File: config.mk
export PLATFORM = sky130hd
export DESIGN_NAME = floor_request_queue
export DESIGN_NICKNAME = d
export VERILOG_FILES = /design/src/rtl/floor_request_queue.sv
export SDC_FILE = /design/constraint.sdc
export NUM_CORES = 1
export LEC_CHECK = 0
export ABC_AREA = 1
export CELL_PAD_IN_SITES_DETAIL_PLACEMENT = 2
export CELL_PAD_IN_SITES_GLOBAL_PLACEMENT = 2
export CORE_MARGIN = 4
export CORE_UTILIZATION = 41
export CTS_BUF_LIST = sky130_fd_sc_hd__clkbuf_2 sky130_fd_sc_hd__clkbuf_4 sky130_fd_sc_hd__clkbuf_8
export DETAILED_ROUTE_END_ITERATION = 8
export PLACE_DENSITY = 0.93
export SLEW_MARGIN = 20
export SYNTH_ARGS = -nofsm -noshare
export SYNTH_HDL_FRONTEND = slang
export SYNTH_SLANG_ARGS = --single-unit
export TNS_END_PERCENT = 20
File: constraint.sdc
create_clock -name clk -period 5.3 [get_ports clk]
set_input_delay 1.06 -clock clk [delete_from_list [all_inputs] [get_ports clk]]
set_output_delay 1.06 -clock clk [all_outputs]
set_load 0.03 [all_outputs]
File: src/rtl/floor_request_queue.sv
// Floor-call request queue: synchronizes and debounces call switches, latches
// edge-triggered requests and issues one SCAN-ordered target floor at a time.
module floor_request_queue #(
    parameter int FLOORS    = 4,
    parameter int DB_CYCLES = 500000,
    localparam int FW       = $clog2(FLOORS)
) (
    input  logic              clk,
    input  logic              rst,
    input  logic [FLOORS-1:0] sw,
    input  logic [FW-1:0]     cur_floor,
    input  logic              arrive,
    output logic [FLOORS-1:0] pending,
    output logic              target_valid,
    output logic [FW-1:0]     target_floor,
    output logic              dir_up
);

    localparam int            CW       = $clog2(DB_CYCLES);
    localparam logic [CW-1:0] CNT_LAST = CW'(DB_CYCLES - 1);

    logic [FLOORS-1:0] r_sync_p0;
    logic [FLOORS-1:0] r_sync_p1;
    logic [FLOORS-1:0] r_db_p2;
    logic [FLOORS-1:0] r_db_q_p3;
    logic [CW-1:0]     r_cnt [FLOORS];
    logic [FLOORS-1:0] r_pending;
    logic              r_target_valid;
    logic [FW-1:0]     r_target_floor;
    logic              r_dir_up;

    logic [FW-1:0]     w_cur;
    logic [FLOORS-1:0] w_rise;
    logic [FLOORS-1:0] w_clr;
    logic [FLOORS-1:0] w_pending_nxt;
    logic              w_up_found;
    logic [FW-1:0]     w_up_floor;
    logic              w_dn_found;
    logic [FW-1:0]     w_dn_floor;

    function automatic logic [FW-1:0] clamp_floor(input logic [FW-1:0] f);
        if (int'(f) >= FLOORS)
            return FW'(FLOORS - 1);
        return f;
    endfunction

    assign w_cur = clamp_floor(cur_floor);

    // Stage p0/p1: two-flop synchronizer; stage p2: debounced level
    always_ff @(posedge clk or posedge rst) begin
        if (rst) begin
            r_sync_p0 <= '0;
            r_sync_p1 <= '0;
            r_db_p2   <= '0;
            for (int i = 0; i < FLOORS; i++)
                r_cnt[i] <= '0;
        end else begin
            r_sync_p0 <= sw;
            r_sync_p1 <= r_sync_p0;
            for (int i = 0; i < FLOORS; i++) begin
                if (r_sync_p1[i] == r_db_p2[i]) begin
                    r_cnt[i] <= '0;
                end else if (r_cnt[i] == CNT_LAST) begin
                    r_db_p2[i] <= r_sync_p1[i];
                    r_cnt[i]   <= '0;
                end else begin
                    r_cnt[i] <= r_cnt[i] + 1'b1;
                end
            end
        end
    end

    // Stage p3: edge detect and request latch; a clear beats a same-bit set
    assign w_rise        = r_db_p2 & ~r_db_q_p3;
    assign w_clr         = arrive ? (FLOORS'(1) << w_cur) : '0;
    assign w_pending_nxt = (r_pending | w_rise) & ~w_clr;

    always_ff @(posedge clk or posedge rst) begin
        if (rst) begin
            r_db_q_p3 <= '0;
            r_pending <= '0;
        end else begin
            r_db_q_p3 <= r_db_p2;
            r_pending <= w_pending_nxt;
        end
    end

    // Nearest pending floor strictly above and strictly below the car
    always_comb begin
        w_up_found = 1'b0;
        w_up_floor = '0;
        w_dn_found = 1'b0;
        w_dn_floor = '0;
        for (int i = FLOORS - 1; i >= 0; i--) begin
            if (r_pending[i] && (i > int'(w_cur))) begin
                w_up_found = 1'b1;
                w_up_floor = FW'(i);
            end
        end
        for (int i = 0; i < FLOORS; i++) begin
            if (r_pending[i] && (i < int'(w_cur))) begin
                w_dn_found = 1'b1;
                w_dn_floor = FW'(i);
            end
        end
    end

    // Stage p4: SCAN target selection
    always_ff @(posedge clk or posedge rst) begin
        if (rst) begin
            r_target_valid <= 1'b0;
            r_target_floor <= '0;
            r_dir_up       <= 1'b1;
        end else if (r_pending == '0) begin
            r_target_valid <= 1'b0;
        end else begin
            r_target_valid <= 1'b1;
            if (r_pending[w_cur]) begin
                r_target_floor <= w_cur;
            end else if (r_dir_up && w_up_found) begin
                r_target_floor <= w_up_floor;
            end else if (!r_dir_up && w_dn_found) begin
                r_target_floor <= w_dn_floor;
            end else begin
                r_dir_up       <= ~r_dir_up;
                r_target_floor <= r_dir_up ? w_dn_floor : w_up_floor;
            end
        end
    end

    assign pending      = r_pending;
    assign target_valid = r_target_valid;
    assign target_floor = r_target_floor;
    assign dir_up       = r_dir_up;

endmodule

==> results.toml <==
[clock_tree]
clkLatencyLatePin_ps = 390
cts_hold_buffers = 0
clk_pin_slew_ps = 100
cts_root_buffer = "clkbuf_8"
clk_path_buf_depth = 2
cts_resized = 0
cts_tree = "done"
post-cts-setup-buffers = 0
cts-buffers-inserted = 9
clock-sinks = 100
htree_num_levels = 3

[timing]
max_slew_margin = 0.505
fin_skew_ps = 17.8
finalSetupViolations = 0
fmax_mhz = 363
layout_worst_path_cycle_share = 0.519
tns_ps = 0
finalWorstSetupSlack_ps = 2550
worstMarginPinSlew_ps = 742
timing.final.hold_violations = 0
finalCriticalPeriod_ps = 2750
hold_ws_ps = 370
rsz0062_at_grt = "false"
slew_violations = 0

[pwr]
p_per_area_nw_per_um2 = 226
power_leakage_nw = 2.42
peakVddDrop_uv = 226
total_power_w = 0.00137

[routing]
routed_wl_mm = 18.4
vias = 4993
first_pass_iters = 4
wire_per_inst_microns = 19.7
drt_iter0_drc = 237
drc = 0
viasPerCell = 5.35
ant_nets = 0

[synthesis]
seq_area_frac_synth = 0.458
synth_edf_count = 0
yosys_warnings = 0
syn_nets = 746
syn-cell-area_sq_um = 5470
netlist_top_cells_count = "172 x nand2_1, 172 x nor2_1, 99 x dfrtp_1"
netlist_instances = 733
ys_seq_elements = 100
yosysTopAreaCell = "dfrtp_1"
synth-async-reset-ratio = 1.00
synth_area_leaders = "dfrtp_1 45%, nand2_1 12%, nor2_1 12%, inv_1 5.1%, xor2_1 5.0%"
synth_flop_cell = "dfrtp_1"
syn_area_per_cell_sq_um = 7.46
synth_cell_type_count = 31
synth.top_cell.area_share = 0.453

[worst_setup_path]
worstSetupPathType = "reg -> out"
crit_required_ps = 4240
crit_family = "buffers and inverters"
path_cells = "clkdlybuf4s50_1"
cp-start-kind = "flip-flop"
cp_max_fo = 4
path_buf_inv = 1
max_stage_delay_ps = 720
slowest_stage = "clkdlybuf4s50_1"
worst_setup_path_end_kind = "primary output"
worstPathArrival_ps = 1690

[floorplan]
ios = 17
start_util = 0.427
rows = 41
core_area_sq_um = 12800
die_w_microns = 124
die_y_microns = 124
die_area_sq_um = 15300

[layout]
nets = 770
area_growth_syn_to_layout_pct = 10.8
antenna_cells = 0
n_fill_cell = 1506
final_core_util = 0.473
drive_above_1_share = 0.0735

[placed_design]
dp.final_hpwl_mm = 12.9
dp_slack_ps = 2640
gp_congestion = 0.854
io_buffers = 16

[global_routing]
antenna_found_initial = 0
grt_pass1_vias = 5751
grt_usage = 0.264
grt_pass1_wl_mm = 30.9
grt_start_max_net_pins = 80
grt_overflow = 0

[job]
drv_cap = 0

[hold_path]
hold_class = "reg -> reg"

[status]
status = "finished, final reports clean"
==> through the flow <==
stage | instances | area [sq um]
after detailed placement | 918 | 5840
after global routing | 934 | 6060
after floorplan | 733 | 5470
after global placement | 918 | 5840
after CTS | 934 | 6050
final | 934 | 6060
==> worst paths after layout <==
kind / slack, ps / cells past startpoint / startpoint / end
worst min-delay path: 370 / 0 / r_sync_p0[3]$_DFF_PP0_ / r_sync_p1[3]$_DFF_PP0_
worst max-delay path: 2550 / 1 / dir_up$_DFFE_PP1P_ / dir_up
worst min register to register: 370 / 0 / r_sync_p0[3]$_DFF_PP0_ / r_sync_p1[3]$_DFF_PP0_
max in group asynchronous: 3350 / 3 / rst / r_cnt[64]$_DFF_PP0_
worst max register to register: 3350 / 8 / r_cnt[19]$_DFF_PP0_ / r_cnt[24]$_DFF_PP0_
min in group asynchronous: 1170 / 2 / rst / r_cnt[29]$_DFF_PP0_
==> layout make-up <==
| class | instances | area, sq um | area share |
|---|---|---|---|
| multi-input combinational | 552 | 2670 | 0.440 |
| sequential | 100 | 2500 | 0.413 |
| inverter | 77 | 294 | 0.0485 |
| tap | 172 | 215 | 0.0355 |
| timing repair buffer | 17 | 168 | 0.0277 |
| clock buffer | 11 | 151 | 0.0250 |
| clock inverter | 5 | 60.1 | 0.00991 |
==> power breakdown <==
part	internal [W]	switching (W)	leakage, nW
Clock	0.000245	0.000281	0.106
Sequential	0.000773	0.0000116	1.35
Combinational	0.0000155	0.0000432	0.963
==> flip-flops by register name, indices dropped and copies added, names as in the netlist <==
name          cells
r_cnt            76
pending           4
r_db_p2           4
r_db_q_p3         4
r_sync_p0         4
r_sync_p1         4
target_floor      2
dir_up            1
target_valid      1
==> cells in the final DEF (no fill, tap or decap), types with 2 or more instances in the layout <==
master and count:
nand2_1 172, nor2_1 172, dfrtp_1 99, inv_1 74
nand3_1 49, xor2_1 31, nand4_1 26, a21oi_1 17
clkdlybuf4s50_1 16, nor2_2 14, nand2_2 12, o21ai_0 12
clkbuf_8 11, nand3b_1 7, nor3_1 6, o21bai_1 6
o21a_1 4, nor3b_1 4, ha_1 4, o21ai_1 3
nor2_4 3, inv_2 2, nor3_2 2, clkinv_4 2
==> cells by family (layout without fill, tap and decap cells) <==
group,after synthesis,after routing,share of synthesized area
AO/OA/AOI/OAI,46,46,0.0492
buffers and inverters,81,110,0.0558
XOR/XNOR,33,33,0.0528
AND/OR/NAND/NOR,469,469,0.375
flip-flops,100,100,0.458
adder cells (fa/ha/maj),4,4,0.00915
==> per-layer routing <==
layer / up-vias / global-route usage / routed length [microns]
met4: 0 / 0.0796 / 319
met1: 2553 / 0.324 / 7940
li1: 2362 / - / -
met5: - / 0 / 0
met2: 53 / 0.471 / 9740
met3: 25 / 0.0489 / 434
No activity file was read; power rests on OpenSTA's default activity.
